`config.mk`:
```
export PLATFORM = sky130hd
export DESIGN_NAME = alu_seq
export DESIGN_NICKNAME = d
export VERILOG_FILES = /design/src/rtl/alu_seq.sv
export SDC_FILE = /design/constraint.sdc
export NUM_CORES = 1
export LEC_CHECK = 0
export ABC_AREA = 1
export CORE_ASPECT_RATIO = 1.4
export CORE_UTILIZATION = 50
export DETAILED_ROUTE_END_ITERATION = 10
export PLACE_DENSITY = 0.68
export SLEW_MARGIN = 15
export SYNTH_ARGS = -nofsm -noshare
export SYNTH_HDL_FRONTEND = slang
export SYNTH_SLANG_ARGS = --single-unit
```
`constraint.sdc`:
```
create_clock -name clk -period 4.5 [get_ports clk]
set_input_delay 0.45 -clock clk [delete_from_list [all_inputs] [get_ports clk]]
set_output_delay 0.45 -clock clk [all_outputs]
set_load 0.005 [all_outputs]
```
`src/rtl/alu_seq.sv`:
```
// Sequential ALU with a valid/ready request port and a held result port.
// Latency: 1 edge for single-cycle ops, n+1 for an n-bit shift, WIDTH+1 for MUL.
// Backpressure: one op in flight; in_ready low until the result is taken with out_ready.
module alu_seq #(
    parameter int WIDTH = 8,
    parameter int SHW   = $clog2(WIDTH)
) (
    input  logic             clk,
    input  logic             rst_n,
    input  logic             in_valid,
    output logic             in_ready,
    input  logic [3:0]       opcode,
    input  logic [WIDTH-1:0] a,
    input  logic [WIDTH-1:0] b,
    output logic             out_valid,
    input  logic             out_ready,
    output logic [WIDTH-1:0] out,
    output logic [3:0]       flags
);

    // One extra bit so the counter can hold WIDTH as well as any shift amount.
    localparam int CW = SHW + 1;

    localparam logic [3:0] OP_NOP = 4'd0;
    localparam logic [3:0] OP_ADD = 4'd1;
    localparam logic [3:0] OP_SUB = 4'd2;
    localparam logic [3:0] OP_CMP = 4'd3;
    localparam logic [3:0] OP_ADC = 4'd4;
    localparam logic [3:0] OP_SBC = 4'd5;
    localparam logic [3:0] OP_AND = 4'd6;
    localparam logic [3:0] OP_OR  = 4'd7;
    localparam logic [3:0] OP_XOR = 4'd8;
    localparam logic [3:0] OP_SHL = 4'd9;
    localparam logic [3:0] OP_SHR = 4'd10;
    localparam logic [3:0] OP_ASR = 4'd11;
    localparam logic [3:0] OP_MUL = 4'd12;

    typedef enum logic [1:0] {
        IDLE = 2'd0,
        BUSY = 2'd1,
        DONE = 2'd2
    } state_t;

    state_t             state;
    state_t             state_nxt;

    logic [3:0]         op_q;
    logic [WIDTH-1:0]   acc;
    logic [WIDTH-1:0]   mplier;
    logic [2*WIDTH-1:0] mcand;
    logic [2*WIDTH-1:0] prod;
    logic [CW-1:0]      cnt;
    logic [WIDTH-1:0]   out_q;
    logic [3:0]         flags_q;

    logic               accept;
    logic [SHW-1:0]     shamt;
    logic               is_shift;
    logic               is_mul;
    logic               go_busy;
    logic               last_step;
    logic               cin;

    assign in_ready  = (state == IDLE);
    assign out_valid = (state == DONE);
    assign out       = out_q;
    assign flags     = flags_q;

    assign accept    = in_valid && in_ready;
    assign shamt     = b[SHW-1:0];
    assign is_shift  = (opcode == OP_SHL) || (opcode == OP_SHR) || (opcode == OP_ASR);
    assign is_mul    = (opcode == OP_MUL);
    assign go_busy   = is_mul || (is_shift && (shamt != '0));
    assign last_step = (cnt == CW'(1));
    assign cin       = flags_q[2];

    // Single-cycle datapath, evaluated straight from the request inputs.
    logic [WIDTH:0]   sum;
    logic [WIDTH-1:0] sc_res;
    logic [WIDTH-1:0] sc_flag_src;
    logic             sc_c;
    logic             sc_v;
    logic             sc_upd;

    always_comb begin
        sum         = '0;
        sc_res      = '0;
        sc_flag_src = '0;
        sc_c        = 1'b0;
        sc_v        = 1'b0;
        sc_upd      = 1'b1;
        case (opcode)
            OP_ADD, OP_ADC: begin
                sum    = {1'b0, a} + {1'b0, b}
                       + {{WIDTH{1'b0}}, (opcode == OP_ADC) && cin};
                sc_res = sum[WIDTH-1:0];
                sc_c   = sum[WIDTH];
                sc_v   = (a[WIDTH-1] == b[WIDTH-1]) && (sum[WIDTH-1] != a[WIDTH-1]);
            end
            // Subtract as a + ~b + carry-in so the carry out reads as "no borrow".
            OP_SUB, OP_CMP, OP_SBC: begin
                sum    = {1'b0, a} + {1'b0, ~b}
                       + {{WIDTH{1'b0}}, (opcode == OP_SBC) ? cin : 1'b1};
                sc_res = sum[WIDTH-1:0];
                sc_c   = sum[WIDTH];
                sc_v   = (a[WIDTH-1] != b[WIDTH-1]) && (sum[WIDTH-1] != a[WIDTH-1]);
            end
            OP_AND: sc_res = a & b;
            OP_OR:  sc_res = a | b;
            OP_XOR: sc_res = a ^ b;
            OP_SHL, OP_SHR, OP_ASR: sc_res = a;
            default: sc_upd = 1'b0;
        endcase
        sc_flag_src = sc_res;
        if (opcode == OP_CMP) begin
            sc_res = '0;
        end
    end

    // One iteration of the multi-cycle ops.
    logic [WIDTH-1:0]   sh_nxt;
    logic               sh_c;
    logic [2*WIDTH-1:0] prod_nxt;
    logic [WIDTH-1:0]   bz_res;
    logic               bz_c;

    always_comb begin
        sh_nxt = acc;
        sh_c   = 1'b0;
        case (op_q)
            OP_SHL: begin
                sh_nxt = {acc[WIDTH-2:0], 1'b0};
                sh_c   = acc[WIDTH-1];
            end
            OP_SHR: begin
                sh_nxt = {1'b0, acc[WIDTH-1:1]};
                sh_c   = acc[0];
            end
            OP_ASR: begin
                sh_nxt = {acc[WIDTH-1], acc[WIDTH-1:1]};
                sh_c   = acc[0];
            end
            default: ;
        endcase
    end

    assign prod_nxt = mplier[0] ? (prod + mcand) : prod;
    assign bz_res   = (op_q == OP_MUL) ? prod_nxt[WIDTH-1:0] : sh_nxt;
    assign bz_c     = (op_q == OP_MUL) ? (|prod_nxt[2*WIDTH-1:WIDTH]) : sh_c;

    always_comb begin
        state_nxt = state;
        case (state)
            IDLE: if (accept) state_nxt = go_busy ? BUSY : DONE;
            BUSY: if (last_step) state_nxt = DONE;
            DONE: if (out_ready) state_nxt = IDLE;
            default: state_nxt = IDLE;
        endcase
    end

    always_ff @(posedge clk or negedge rst_n) begin
        if (!rst_n) begin
            state <= IDLE;
        end else begin
            state <= state_nxt;
        end
    end

    always_ff @(posedge clk or negedge rst_n) begin
        if (!rst_n) begin
            op_q    <= OP_NOP;
            acc     <= '0;
            mplier  <= '0;
            mcand   <= '0;
            prod    <= '0;
            cnt     <= '0;
            out_q   <= '0;
            flags_q <= '0;
        end else begin
            case (state)
                IDLE: begin
                    if (accept) begin
                        op_q <= opcode;
                        if (go_busy) begin
                            acc    <= a;
                            mcand  <= {{WIDTH{1'b0}}, a};
                            mplier <= b;
                            prod   <= '0;
                            cnt    <= is_mul ? CW'(WIDTH) : {1'b0, shamt};
                        end else begin
                            out_q <= sc_res;
                            if (sc_upd) begin
                                flags_q <= {sc_v, sc_c, sc_flag_src[WIDTH-1], sc_flag_src == '0};
                            end
                        end
                    end
                end
                BUSY: begin
                    acc    <= sh_nxt;
                    prod   <= prod_nxt;
                    mcand  <= {mcand[2*WIDTH-2:0], 1'b0};
                    mplier <= {1'b0, mplier[WIDTH-1:1]};
                    cnt    <= cnt - CW'(1);
                    if (last_step) begin
                        out_q   <= bz_res;
                        flags_q <= {1'b0, bz_c, bz_res[WIDTH-1], bz_res == '0};
                    end
                end
                default: ;
            endcase
        end
    end

endmodule

```
* After elaboration in Yosys (flattened, before gate mapping)
Index checks and enable logic that the tools add are counted.
Operators by class: shift operators 0, div/mod/pow operators 0, bitwise logic cells 4, $add $sub $neg 6, multipliers 0, eq/ne operators 29, reductions and logical operators 24, muxes and demuxes 41, $lt $le $gt $ge 0
Operators with widths (number):
- $mux 16 | 5
- $mux 8 | 9
- $pmux 16 s2 | 2
- $pmux 8 s2 | 3
- $pmux 8 s6 | 1
- $eq 4x4->1 const B | 9
- $mux 4 | 7
- $pmux 8 s3 | 1
- $add 8x8->9 | 2
- $add 9x1->9 | 2
- $add 16x16->16 | 1
- $eq 4x3->1 const B | 4
- $logic_not 8->1 | 2
- $pmux 4 s2 | 2
- $reduce_or 11->1 | 1
- $and 8x8->8 | 1
- $eq 4x1->1 const B | 2
- $eq 4x2->1 const B | 2
- $mux 2 | 4
- $ne 2x1->1 const B | 4
- $not 8->8 | 1
- $or 8x8->8 | 1
- $reduce_or 8->1 | 1
- $xor 8x8->8 | 1
- 20 further kinds | 36
Storage, ports and cells: latch bits 0, register bits after elaboration 70, memories 0, word-level logic and storage cells 113, bits in read-only memories 0, RAM bits 0, input port bits 24, output and inout port bits 14

* Depth between registers and ports, before layout
word-level depth 10, depth in mapped cells 19, gate-level depth less buffers 19

* Worst setup path before layout
No wires, ideal clock.
path kind input to register, start input port opcode[0], end register flags_q[0] (netlist: flags[0]), arrival 2470 ps, required time 4438 ps, library setup time 62 ps, stages 17, slack 1968 ps, path through nor2_1 -> nand3_1 -> fa_1 -> fa_1 -> inv_1 -> nand3_1 -> nand2_1 -> nand2_1 -> nand3_1 -> nand2_1 -> nor3_1 -> nand2_1 -> nor2_1 -> nand2_1 -> nand3_1 -> nand2_1 -> inv_1
On the way: word-level cells in the longest chain between the ends 9, elaborated cells between the ends (all ways) 34
RTL lines:
- start: declaration | line 12 | input logic [3:0] opcode,
- $eq 4x3->1, on equally long branches
- $mux 1 or $logic_and 1x1->1 (tied branches) | line 103, 95
- $add 9x1->9, on equally long branches | line 103, 95
- $pmux 8 s6 | line 92 | case (opcode)
- $logic_not 8->1 | line 193 | flags_q <= {sc_v, sc_c, sc_flag_src[WIDTH-1], sc_flag_src == '0};
- $mux 4 | line 192 | if (sc_upd) begin
- $mux 4 | line 184 | if (go_busy) begin
- $mux 4 | line 182 | if (accept) begin
- $pmux 4 s2 | line 180 | case (state)
- end signal: assignment | line 193
- end signal: assignment | line 206 | flags_q <= {1'b0, bz_c, bz_res[WIDTH-1], bz_res == '0};
- end: declaration | line 54 | logic [3:0] flags_q;
Several ways; a longest one is shown, not always the timed one. The select of a mux whose other input is x is not followed. A chain may end at the register's enable or synchronous reset.

* Worst setup path in the final report
start input port opcode[2], end register flags_q[0] (netlist: flags[0])
The elaborated chain is that of the path after synthesis.

==> metrics.md <==
| Metric | Value |
|---|---|
| R2r endpoint | `flags[0]$_DFFE_PN0P_` |
| Crit path time final | `3.12 ns` |
| Leading cell type in the layout, fill and taps excluded | `nand2_1` |
| Worst R2R Path Depth | `13` |
| Postcts setup bufs | `0` |
| Share of flip-flops with an asynchronous set or reset | `100%` |
| Post-Syn Nets | `959` |
| Chip height | `129 um` |
| Routed Antenna Nets | `0` |
| Sw Pwr | `1670 uW` |
| Layout cells sized above 1 | `4.01%` |
| Seq/Total Area, Yosys | `30.2%` |
| First-pass GRT wire length | `28.0 mm` |
| Core ar. | `11300 um2` |
| Post-DP HPWL | `14.2 mm` |
| GPL Wtd Cong | `0.976` |
| Worst vdd ir | `0.201 mV` |
| Pin count of the biggest net entering global routing | `71` |
| Final wirelength | `17.8 mm` |
| Commonest non-fill, non-tap cells in the layout | `nand2_1 (286), inv_1 (136), nand3_1 (110)` |
| Die area | `12000 um2` |
| Mapped Avg Cell Area | `6.52 um2` |
| Total Neg Setup Slack | `0 ns` |
| GR Overflow Total | `0` |
| Final Skew | `0.00572 ns` |
| Total GRT Usage | `30.6%` |
| IO Count | `38` |
| Final Setup Violations | `0` |
| WP buf/inv | `4` |
| Root Driver | `clkbuf_16` |
| Most used cell, CP | `nand2_1` |
| Post-synth EDFFs | `0` |
| Post-Syn Instances | `890` |
| MaxCap Viol Count | `0` |
| Core Util, Final | `57.9%` |
| Ys flop type | `dfrtp_1` |
| Worst slew pin tran | `0.977 ns` |
| Syn-to-layout area delta | `13.1%` |
| Routed wire per std cell | `16.7 um` |
| Number of global-route vias before repair | `5722` |
| # port buffers | `37` |
| Sw Share | `45.2%` |
| Initial antenna violation count | `0` |
| H-tree depth | `3` |
| PD cells | `563 nW/um2` |
| P_int | `2030 uW` |
| Drt pass-1 iters | `5` |
| Die X | `93.1 um` |
| Clock share of power | `19.2%` |
| Reg2reg start | `op_q[1]$_DFFE_PN0P_` |
| RSZ-0062 raised after global routing | `no` |
| Worst Setup Start Kind | `input pin` |
| Synthesis Warnings | `0` |
| Slew Limit Fails | `0` |
| Status | `finished clean` |
| Max incr delay on CP | `0.62 ns` |
| Final worst path period share | `69.3%` |
| Slew HR | `34.8%` |
| Resized cells post-CTS | `0` |
| Antenna diodes | `0` |
| Clock buffer count from CTS | `9` |
| Drt drc | `0` |
| Clock Sink Count | `70` |
| Kind of critical path | `in -> reg` |
| Slowest CP cell | `clkdlybuf4s50_1` |
| DR vias | `5883` |
| Leak pwr | `0.00340 uW` |
| Nets | `987` |
| CP Capture Type | `flop` |
| Worst EP arrival | `3.39 ns` |
| Crit-path cells | `clkdlybuf4s50_1 -> inv_2 -> nor2_1 -> nand3_1 -> fa_1 -> fa_1 -> inv_1 -> nand3_1 -> nand2_1 -> nand2_1 -> nand3_1 -> nand2_1 -> nor3_1 -> nand2_1 -> nor2_1 -> nand2_1 -> nand3_1 -> nand2_1 -> inv_1` |
| Clock Latency Late Sink | `0.33 ns` |
| DRT iter0 DRCs | `362` |
| R2R Setup Slk | `1.78 ns` |
| Cell Area, Synth | `5800 um2` |
| Drt via density | `5.51` |
| Sequential share of power | `31.4%` |
| WP data required | `4.78 ns` |
| CTS tree | `yes` |
| Fin. Hold Viols | `0` |
| Worst Path Max Fanout | `5` |
| Clock input transition at the sequential cells of the worst setup and hold paths | `0.06 ns` |
| Netlist cell types | `42` |
| Clock buffer depth | `2` |
| Number of cell rows | `46` |
| CP delay by family, top | `simple AND/OR/NAND/NOR gates` |
| Worst Hold Class | `in -> async` |
| FMAX | `321 MHz` |
| Comb power frac | `49.4%` |
| # hold bufs at CTS | `0` |
| Starting Density | `51.2%` |
| Synthesized flop and latch total | `70` |
[worst max-delay path by stage]
| stage | endpoint | depth (start not counted) | start |
|---|---|---|---|
| floorplan | flags[0]$_DFFE_PN0P_ | 17 | opcode[0] |
| global placement | flags[0]$_DFFE_PN0P_ | 19 | opcode[2] |
| detailed placement | flags[0]$_DFFE_PN0P_ | 19 | opcode[2] |
| CTS | flags[0]$_DFFE_PN0P_ | 19 | opcode[2] |
| global route | flags[0]$_DFFE_PN0P_ | 19 | opcode[2] |
| finish | flags[0]$_DFFE_PN0P_ | 19 | opcode[2] |
[power by group through the flow]
| stage | clock network [uW] | logic, uW | registers (uW) |
|---|---|---|---|
| 2_1_floorplan | 0 | 1310 | 1060 |
| 3_3_place_gp | 0 | 1760 | 1160 |
| 3_5_place_dp | 0 | 1810 | 1170 |
| 4_1_cts | 714 | 1820 | 1160 |
| 5_1_grt | 741 | 2070 | 1200 |
| 6_report | 709 | 1830 | 1160 |
[per-stage QoR]
stage / total power (uW) / hold slack [ns] / setup slack [ns] / cells / instance area, um2
2_1_floorplan: 2370 / 0.154 / 1.97 / 890 / 5800
3_3_place_gp: 2930 / 0.469 / 1.12 / 1051 / 6260
3_5_place_dp: 2970 / 0.469 / 1.06 / 1051 / 6260
4_1_cts: 3690 / 0.277 / 1.40 / 1067 / 6570
5_1_grt: 4000 / 0.301 / 1.06 / 1067 / 6570
6_report: 3700 / 0.235 / 1.38 / 1067 / 6570
[Yosys cell counts (2+ instances only)]
| cell type | instances | share of area (%) |
|---|---|---|
| nand2_1 | 286 | 18 |
| buf_2 | 8 | 0.69 |
| or2_2 | 2 | 0.22 |
| and2_1 | 3 | 0.32 |
| fa_1 | 5 | 1.7 |
| buf_6 | 2 | 0.39 |
| nand3_1 | 110 | 9.5 |
| a21oi_1 | 26 | 2.2 |
| dfrtp_1 | 70 | 30 |
| o21ai_0 | 41 | 3.5 |
| o221ai_1 | 3 | 0.45 |
| o211ai_1 | 14 | 1.8 |
| nand2_2 | 2 | 0.22 |
| clkbuf_1 | 11 | 0.71 |
| nor2_1 | 60 | 3.9 |
| inv_2 | 4 | 0.26 |
| inv_1 | 136 | 8.8 |
| nor2_2 | 4 | 0.43 |
| nor3_1 | 4 | 0.34 |
| o22ai_1 | 18 | 1.9 |
| a31oi_1 | 6 | 0.65 |
| xor2_1 | 3 | 0.45 |
| xnor2_1 | 3 | 0.45 |
| o21ai_1 | 4 | 0.34 |
| ha_1 | 40 | 8.6 |
| nand4_1 | 6 | 0.65 |
| nand3b_1 | 4 | 0.52 |
[final cells by class]
type	instances	area (um2)
clock buffer	10	239
multi-input combinational	656	3410
fill	1141	4770
timing repair buffer	40	390
sequential	70	1750
clock inverter	6	61.3
tap	144	180
inverter	141	529
[worst register-to-register path, cell delays in order, from the launching register on]
cell      delay, ns
dfrtp_1        0.45
inv_1          0.10
nand2_1        0.07
nor2_1         0.66
clkinv_1       0.53
a21oi_1        0.30
nand2_1        0.08
nor2_1         0.10
nand2_1        0.07
nor2_1         0.09
nand2_1        0.06
nand3_1        0.07
nand2_1        0.05
inv_1          0.04
[sequential cells by signal (all words and copies together) (netlist names), 4 cells and up]
register / flops
cnt: 4
op_q: 4
mcand: 16
acc: 8
out: 8
mplier: 8
prod: 16
flags: 4
[logic make-up (layout without fill, tap and decap cells)]
logic type                 Yosys count  after routing  share of synthesized area [%]
and+or+nand+nor                    485            485                           35.3
xor gates and xnor gates             6              6                          0.906
buffers and inverters              164            197                           11.1
DFF                                 70             70                           30.2
AOI/OAI and AO/OA                  120            120                           12.2
adders and majority gates           45             45                           10.3
[metal layers]
metal,track usage [%],share of wire (%)
met5,0,0
met4,15.9,4.3
met3,3.23,3.2
met2,58.8,55
met1,32.5,38
Note: power is estimated with default switching activity, not from simulation.
